File: src/rtl/alu_seq_exec.sv
// alu_seq_exec: execute-stage ALU, single-cycle logic/arith/LUI ops and
// an iterative 1-bit-per-cycle shifter behind a start/busy/done handshake.
//
// Ports:
//   clk          in  rising-edge clock
//   reset        in  synchronous active-high reset
//   start        in  op request, sampled only in IDLE or DONE
//   ALUOperation in  4-bit op code, sampled with start
//   A, B         in  operands (B is also the shift source), sampled with start
//   shamt        in  shift amount, sampled with start
//   busy         out high while the shifter is iterating
//   done         out one-cycle pulse, ALUResult/Zero valid for the new op
//   ALUResult    out registered result, held until the next op completes
//   Zero         out registered (ALUResult == 0)
module alu_seq_exec #(
    parameter int DATA_WIDTH  = 32,
    parameter int SHAMT_WIDTH = 5
) (
    input  logic                   clk,
    input  logic                   reset,
    input  logic                   start,
    input  logic [3:0]             ALUOperation,
    input  logic [DATA_WIDTH-1:0]  A,
    input  logic [DATA_WIDTH-1:0]  B,
    input  logic [SHAMT_WIDTH-1:0] shamt,
    output logic                   busy,
    output logic                   done,
    output logic [DATA_WIDTH-1:0]  ALUResult,
    output logic                   Zero
);

    typedef enum logic [1:0] {
        S_IDLE  = 2'd0,
        S_SHIFT = 2'd1,
        S_DONE  = 2'd2
    } state_e;

    localparam logic [3:0] OP_AND = 4'b0000;
    localparam logic [3:0] OP_OR  = 4'b0001;
    localparam logic [3:0] OP_NOR = 4'b0010;
    localparam logic [3:0] OP_ADD = 4'b0011;
    localparam logic [3:0] OP_SUB = 4'b0100;
    localparam logic [3:0] OP_LUI = 4'b0101;
    localparam logic [3:0] OP_SRL = 4'b0110;
    localparam logic [3:0] OP_SLL = 4'b0111;

    state_e                 state_q;
    logic                   busy_q;
    logic                   done_q;
    logic [DATA_WIDTH-1:0]  res_q;
    logic                   zero_q;
    logic [DATA_WIDTH-1:0]  work_q;
    logic [SHAMT_WIDTH-1:0] cnt_q;
    logic                   dir_left_q;

    logic [DATA_WIDTH-1:0]  alu_d;
    logic [DATA_WIDTH-1:0]  work_d;
    logic                   is_shift;
    logic                   accept;

    // Single-cycle result. Shift codes yield B here, which is the
    // correct result only for shamt == 0; nonzero shifts go iterative.
    always_comb begin
        alu_d = '0;
        unique case (ALUOperation)
            OP_AND:  alu_d = A & B;
            OP_OR:   alu_d = A | B;
            OP_NOR:  alu_d = ~(A | B);
            OP_ADD:  alu_d = A + B;
            OP_SUB:  alu_d = A - B;
            OP_LUI:  alu_d = {B[15:0], {(DATA_WIDTH-16){1'b0}}};
            OP_SRL:  alu_d = B;
            OP_SLL:  alu_d = B;
            default: alu_d = '0;
        endcase
    end

    always_comb begin
        is_shift = (ALUOperation == OP_SRL) || (ALUOperation == OP_SLL);
        accept   = start && (state_q != S_SHIFT);
        work_d   = dir_left_q ? (work_q << 1) : (work_q >> 1);
    end

    always_ff @(posedge clk) begin
        if (reset) begin
            state_q    <= S_IDLE;
            busy_q     <= 1'b0;
            done_q     <= 1'b0;
            res_q      <= '0;
            zero_q     <= 1'b1;
            work_q     <= '0;
            cnt_q      <= '0;
            dir_left_q <= 1'b0;
        end else begin
            unique case (state_q)
                S_IDLE, S_DONE: begin
                    if (accept && is_shift && (shamt != '0)) begin
                        state_q    <= S_SHIFT;
                        busy_q     <= 1'b1;
                        done_q     <= 1'b0;
                        work_q     <= B;
                        cnt_q      <= shamt;
                        dir_left_q <= (ALUOperation == OP_SLL);
                    end else if (accept) begin
                        state_q <= S_DONE;
                        busy_q  <= 1'b0;
                        done_q  <= 1'b1;
                        res_q   <= alu_d;
                        zero_q  <= (alu_d == '0);
                    end else begin
                        state_q <= S_IDLE;
                        busy_q  <= 1'b0;
                        done_q  <= 1'b0;
                    end
                end
                S_SHIFT: begin
                    work_q <= work_d;
                    cnt_q  <= cnt_q - 1'b1;
                    // Last step: commit the shifted value in the same edge.
                    if (cnt_q == SHAMT_WIDTH'(1)) begin
                        state_q <= S_DONE;
                        busy_q  <= 1'b0;
                        done_q  <= 1'b1;
                        res_q   <= work_d;
                        zero_q  <= (work_d == '0);
                    end
                end
                default: begin
                    state_q <= S_IDLE;
                    busy_q  <= 1'b0;
                    done_q  <= 1'b0;
                end
            endcase
        end
    end

    assign busy      = busy_q;
    assign done      = done_q;
    assign ALUResult = res_q;
    assign Zero      = zero_q;

endmodule

File: config.mk
export PLATFORM = sky130hd
export DESIGN_NAME = alu_seq_exec
export DESIGN_NICKNAME = d
export VERILOG_FILES = /design/src/rtl/alu_seq_exec.sv
export SDC_FILE = /design/constraint.sdc
export NUM_CORES = 1
export LEC_CHECK = 0
export ABC_AREA = 1
export BUFFER_PORTS_ARGS = -buffer_cell sky130_fd_sc_hd__buf_2
export CORE_UTILIZATION = 47
export DETAILED_ROUTE_END_ITERATION = 6
export GPL_ROUTABILITY_DRIVEN = 1
export PLACE_DENSITY = 0.78
export REMOVE_ABC_BUFFERS = 1
export SYNTH_ARGS = -nofsm -noshare
export SYNTH_HDL_FRONTEND = slang
export SYNTH_SLANG_ARGS = --single-unit
File: constraint.sdc
create_clock -name clk -period 6.85 [get_ports clk]
set_clock_uncertainty 0.05 [all_clocks]
set_input_delay 1.37 -clock clk [delete_from_list [all_inputs] [get_ports clk]]
set_output_delay 1.37 -clock clk [all_outputs]
set_load 0.02 [all_outputs]
Word level (Yosys, flattened, before mapping)
Cells that the tools add are included.
Storage, ports and cells
  register bits: 75
  input port bits: 76
  word-level logic and storage cells: 69
  output and inout port bits: 35
Operators by class
  bitwise operators: 3
  reductions and logical operators: 15
  mux-type cells: 25
  eq/ne operators: 15
  add/subtract/negate cells: 3
Operators with widths (number)
  $pmux W32 S7: 1
  $mux W32: 5
  $pmux W32 S2: 2
  $logic_not A32 Y1: 2
  $add A32 B32 Y32: 1
  $and A32 B32 Y32: 1
  $not A32 Y32: 1
  $or A32 B32 Y32: 1
  $sub A32 B32 Y32: 1
  $eq A4 B3 Y1 const B: 4
  $pmux W5 S2: 1
  $eq A4 B2 Y1 const B: 2
  $mux W1: 8
  $ne A2 B2 Y1 const B: 4
  $mux W2: 3
  $pmux W1 S2: 3
  $eq A5 B1 Y1 const B: 1
  $mux W5: 1
  $reduce_bool A5 Y1: 1
  $sub A5 B1 Y5 const B: 1
  $eq A4 B1 Y1 const B: 1
  $logic_not A4 Y1: 1
  $pmux W2 S2: 1
  $reduce_and A2 Y1: 2
  9 further kinds: 12

Depth between registers and ports, before layout
Gate-level depths: netlist (run 1).
  depth after elaboration: 7
  gate-level depth with buffers: 31
  gate-level depth less buffers: 31

Worst setup path before layout (run 1)
No wires, ideal clock.
  path type: input to register
  start: input port B[1]
  end: register zero_q, in the netlist Zero
  arrival time: 4.308 ns
  setup slack: 2.433 ns
  setup time: 0.059 ns
  cell stages on the path: 28
  buffers on the path: 0
  required time: 6.741 ns
  cells stage by stage: inv_1 ha_1 inv_1 nor3_1 nand3_1 nor3_2 nand4_1 nand2_1 o21ai_1 a21oi_2 nand2_1 xor2_1 ha_1 a21oi_1 inv_1 nor2_1 nand2_1 a21oi_1 nand3_1 nand3_1 nand2_1 nor2_1 nand3_1 nor2_1 nand2_1 nand2_1 nand2_1 nand2_1
On the way
  cells in the longest elaborated chain, start to end: 7
  elaborated cells on any way between the ends: 10
  those cells by class: add/sub: 2; mux: 4; bitwise: 3; reduce/logical: 1
RTL lines
  start, declared: RTL line 24  | input logic [DATA_WIDTH-1:0] B,
  branches (longest 2 deep; another with $sub A32 B32 Y32)
  $pmux W32 S7 *: RTL line 65  | unique case (ALUOperation)
  $logic_not A32 Y1 *: RTL line 109  | zero_q <= (alu_d == '0);
  $mux W1 *: RTL line 104  | end else if (accept) begin
  $mux W1 *: RTL line 97  | if (accept && is_shift && (shamt != '0)) begin
  $pmux W1 S2 *: RTL line 95  | unique case (state_q)
  end signal, assigned: RTL line 109
  end signal, assigned: RTL line 125  | zero_q <= (work_d == '0);
  end, declared: RTL line 51  | logic zero_q;
Mark *: on every way between the ends. The select of a mux whose other input is x is not followed.
A chain may end at the register's enable or synchronous reset.

Worst setup path in the final report (run 1)
Ends and elaborated chain as after synthesis.

==> results of run 1 <==
metrics by stage:
stage | instances | worst slack [ns] | instance area, sq um
after global placement | 1758 | 1.69 | 8730
after floorplan | 1423 | 2.38 | 7870
after global routing | 1773 | 1.31 | 9040
after detailed placement | 1758 | 1.53 | 8730
final | 1775 | 1.69 | 9050
after CTS | 1773 | 1.84 | 9040
cell type report:
type	count	area (sq um)	area share (%)
sequential	74	1480	16.4
antenna	2	5.00	0.0553
clock inverter	6	82.6	0.913
inverter	218	818	9.05
multi-input combinational	1131	5570	61.6
clock buffer	9	225	2.49
timing repair buffer	115	588	6.50
tap	220	275	3.04
synthesized netlist by cell type (5+ instances only):
cell,count
dfxtp_1,74
a31oi_1,29
nor4_1,5
nor2_1,146
a21oi_1,104
nor3_1,13
o21ai_0,83
nand3b_1,11
mux2i_1,15
inv_1,208
nand3_1,104
clkbuf_1,31
o21ai_1,23
ha_1,36
xor2_1,29
buf_2,16
inv_2,9
a221oi_1,11
nand4_1,16
nand2_1,470
a211oi_1,6
logic make-up after synthesis:
kind of cell / after synthesis / share of synthesized area [%]
compound gates: 269 / 18.3
xor+xnor: 29 / 3.14
fa+ha+maj: 37 / 5.81
buf+inv: 270 / 12.9
flops: 74 / 18.3
mux: 15 / 1.85
simple gates: 781 / 39.7
state kept, by name, summed over array words and instances, names as in the netlist:
| name | cells |
|---|---|
| busy | 1 |
| state_q | 2 |
| Zero | 1 |
| work_q | 32 |
| cnt_q | 5 |
| dir_left_q | 1 |
| ALUResult | 32 |
metal layers:
metal	GRT usage [%]	vias to the layer above	wire [microns]
met2	51.6	591	12800
li1	-	4907	-
met1	43.2	4504	12300
met4	14.8	2	1340
met5	0	-	10
met3	5.48	101	2930
worst min-delay path, cell delays in order (launching register included):
cell and delay, ns:
dfxtp_1 0.31, nand2_1 0.06, a21oi_1 0.05
worst min path at each step:
stage             startpoint       endpoint  slack [ns]  depth (start not counted)
5_1_grt        ALUResult[31]  ALUResult[31]        0.45                          2
2_1_floorplan     work_q[31]     work_q[31]        0.39                          2
6_report           work_q[2]      work_q[2]        0.42                          2
4_1_cts            work_q[2]      work_q[2]        0.42                          2
3_5_place_dp       work_q[2]      work_q[2]        0.41                          2
3_3_place_gp            busy           busy        0.40                          1
power groups by stage:
stage | Combinational, mW | Clock, mW | Sequential (mW)
6_report | 0.565 | 0.492 | 0.471
3_5_place_dp | 0.550 | 0 | 0.480
5_1_grt | 0.624 | 0.517 | 0.474
4_1_cts | 0.554 | 0.495 | 0.471
3_3_place_gp | 0.544 | 0 | 0.479
2_1_floorplan | 0.342 | 0 | 0.503
==> impl_metrics.ini, run 1 <==
[status]
outcome = complete, no violations

[yosys]
synth-seq-area-share_pct = 18.3
async_reset_ff_share_pct = 0
yosysTopAreaCell = nand2_1
yosysWarnings = 0
syn_inst = 1475
ys_ff_latch = 74
synth_flop_cell = dfxtp_1
synth_top_area_share_pct = 21.8
synth.cell_area_sq_um = 8100
yosysUniqueCellTypes = 40
synth_area_leaders = nand2_1 22%, dfxtp_1 18%, inv_1 9.6%
synth_edf_count = 0
syn_avg_cell_area_sq_um = 5.49

[finish]
final_nets = 1662
syn_to_final_growth_pct = 11.7
drive_above_1_share_pct = 9.85
final_common_cell = nand2_1
final_cell_mix = 470 x nand2_1, 208 x inv_1, 146 x nor2_1
fillCellCount = 1780
finish.utilization_pct = 54.2

[setup_path]
worst-path-stages = 29
cp_data_arrival_time_ns = 5.38
r2r-start = state_q[0]
crit_start = B[1]
worst_setup_path_start_kind = input pin
critPathCaptureType = register
cpMostUsedCell = nand2_1
cp_num_buf_inv = 4
slowest_delay_ns = 0.37
required_ns = 7.07
crit_end = Zero
worstRegToRegCells = 7
reg2reg_to = work_q[28]
crit_slowest_cell = ha_1
critPathKind = input pin to register
crit_family = simple AND/OR/NAND/NOR gates
crit_fanout = 7
rrSetupSlack_ns = 3.51

[cts]
htreeDepth = 3
clk_pin_slew_ns = 0.06
cts_num_sinks = 74
clock_tree.buffer_depth = 2
cts_setup_buffers = 0
tritoncts = built
clk_latency_ns = 0.33
cts-buffers-inserted = 9
cts-root-buf = clkbuf_16
hold_buffers = 0
ctsResizeCount = 0

[die]
initial_core_util_pct = 48.5
rows = 47
ios = 111
die-area_sq_um = 17800
die_h_microns = 133
die_x_microns = 133
core_sq_um = 16700

[pwr]
p_clk_share_pct = 32.2
power_frac_comb_pct = 37.0
power_leakage_nw = 4.74
swShare_pct = 37.9
totalPowerFinal_mw = 1.53
powerDensity_nw_per_um2 = 169
irDropWorstVdd_uv = 161
p_sw_uw = 580
power_frac_seq_pct = 30.8
internal_power_uw = 949

[sta]
fmaxAchievable_ghz = 0.194
slew_headroom_pct = 22.6
layout_worst_path_cycle_share_pct = 75.3
finalHoldViolations = 0
tightest_slew_ns = 1.15
tns_ns = 0
setup_viol_count_final = 0
hold-worst-slack_ns = 0.421
drv_slew = 0
period_needed_ns = 5.16
rsz0062_at_grt = false

[drt]
routedWlPerCell_microns = 16.6
drtAntennaViolNets = 0
vias = 10100
drt-initial-drc-count = 1157
drt_pass1_iterations = 6
drt_wl_total_mm = 29.4
drc_errors = 0
viasPerCell = 5.69

[placed_design]
port_buffers = 110
place.gp.congestion = 1.07
dp_hpwl_mm = 22.8

[global_route]
antenna_found_initial = 3
grt_pass1_wl_mm = 45.6
grt_pass1_vias = 8961
grt_usage_pct = 32.6
gr-total-overflow = 0
grt_max_degree = 56

[job]
maxCapViolations = 0

[worst_hold_path]
hold_path.class = register to register
No activity file was read; power rests on OpenSTA's default activity.
==> inputs of run 2 (changes only) <==
- clock period: 6.85 -> 4.75 ns (I/O delays scaled with it)
==> impl_metrics.ini, run 2 (synthesized netlist as in run 1, its figures left out) <==
[placed_design]
placed_area_sq_um = 8820
place.gp.congestion = 1.00
port_buffers = 110
dp_hpwl_mm = 22.9

[setup_path]
cp_data_arrival_time_ns = 4.58
worst_setup_path_start_kind = input pin
critPathCaptureType = register
slowest_delay_ns = 0.34
critPathKind = input pin to register
worstRegToRegCells = 9
required_ns = 4.98
crit_fanout = 5
crit_slowest_cell = ha_1
cpMostUsedCell = nand2_1

[cts]
cts-root-buf = clkbuf_16
tritoncts = built
htreeDepth = 3
cts_num_sinks = 74
clk_pin_slew_ns = 0.05
clock_tree.buffer_depth = 2
cts-buffers-inserted = 9
clk_latency_ns = 0.34

[drt]
viasPerCell = 5.62
drt_wl_total_mm = 29.3
routedWlPerCell_microns = 16.4
drt_pass1_iterations = 6
drc_errors = 0
vias = 10000
drtAntennaViolNets = 0
drt-initial-drc-count = 1043

[pwr]
irDropWorstVdd_uv = 192
powerDensity_nw_per_um2 = 258
power_leakage_nw = 4.83

[sta]
fmaxAchievable_ghz = 0.230
drv_slew = 0
tightest_slew_ns = 1.00
layout_worst_path_cycle_share_pct = 91.7
slew_headroom_pct = 33.1
setup_viol_count_final = 0
tns_ns = 0
period_needed_ns = 4.35
finalHoldViolations = 0

[die]
initial_core_util_pct = 48.5
die-area_sq_um = 17800
die_h_microns = 133
ios = 111
rows = 47
core_sq_um = 16700
die_x_microns = 133

[finish]
final_common_cell = nand2_1
finish.utilization_pct = 55.2
final_nets = 1673
drive_above_1_share_pct = 10.7
final_cell_mix = 470 x nand2_1, 208 x inv_1, 145 x nor2_1
final_cell_area_sq_um = 9220
syn_to_final_growth_pct = 13.8

[job]
maxCapViolations = 0

[global_route]
grt_max_degree = 56
gr-total-overflow = 0
grt_pass1_vias = 8978
grt_usage_pct = 32.7
grt_pass1_wl_mm = 45.9
antenna_found_initial = 4

[worst_hold_path]
hold_path.class = register to register
hold-path-cell-count = 2

[status]
outcome = complete, no violations
## run 2: cell count changes in the layout (fill, tap and decap cells not counted)
cell        delta
buf_4         +11
nor2_1         -1
nor3_1         -1
bufinv_16      +2
clkinvlp_4     -1
nor3_2         +1
clkinv_2       -3
nor2_2         +1
clkbuf_8       +3
## run 2: per-stage QoR
| stage | total power [mW] | hold WS [ns] | worst slack (ns) | cells |
|---|---|---|---|---|
| 2_1_floorplan | 1.22 | 0.389 | 0.702 | 1423 |
| 3_3_place_gp | 1.48 | 0.396 | 0.0250 | 1769 |
| 3_5_place_dp | 1.49 | 0.408 | 0.0312 | 1769 |
| 4_1_cts | 2.36 | 0.417 | 0.348 | 1785 |
| 5_1_grt | 2.51 | 0.428 | -0.00521 | 1785 |
| 6_report | 2.38 | 0.417 | 0.396 | 1787 |
## run 2: per-layer routing
layer,routed length (microns),up-vias,track usage [%]
met4,1360,4,15.8
li1,-,4926,-
met3,2700,94,6.01
met5,22,-,0
met2,12800,500,51.4
met1,12400,4512,42.8
## run 2: report_power, final
group | switching, mW | internal [mW]
clock network | 0.266 | 0.609
logic | 0.558 | 0.263
registers | 0.0221 | 0.658
total | 0.846 | 1.53
## run 2: final cells by class
class                           instances  area [sq um]
Timing Repair Buffer                  126           671
Clock buffer                           12           267
Multi-Input combinational cell       1131          5580
Fill cell                            1768          7490
Inverter                              218           818
Tap cell                              220           275
Clock inverter                          4           120
Sequential cell                        74          1480
Antenna cell                            2          5.00
## run 2: final timing paths
kind                                 start             to  slack (ns)
worst max-delay path                  B[0]           Zero        0.40
worst min-delay path             work_q[2]      work_q[2]        0.42
worst max register to register  state_q[0]  ALUResult[31]        1.85
worst min register to register   work_q[2]      work_q[2]        0.42
## run 2: timing repair
item	CTS	global route
setup endpoints to repair	0	1
hold buffers	0	0
gates resized for setup	0	2
buffers inserted	0	0
## run 2: worst max-delay path: cells and delay by family
kind            cells  cell delay [ns]
compound gates      4             0.72
fa+ha+maj           2             0.48
simple gates       18             1.95
buf+inv             4             0.32
xor+xnor            1             0.15
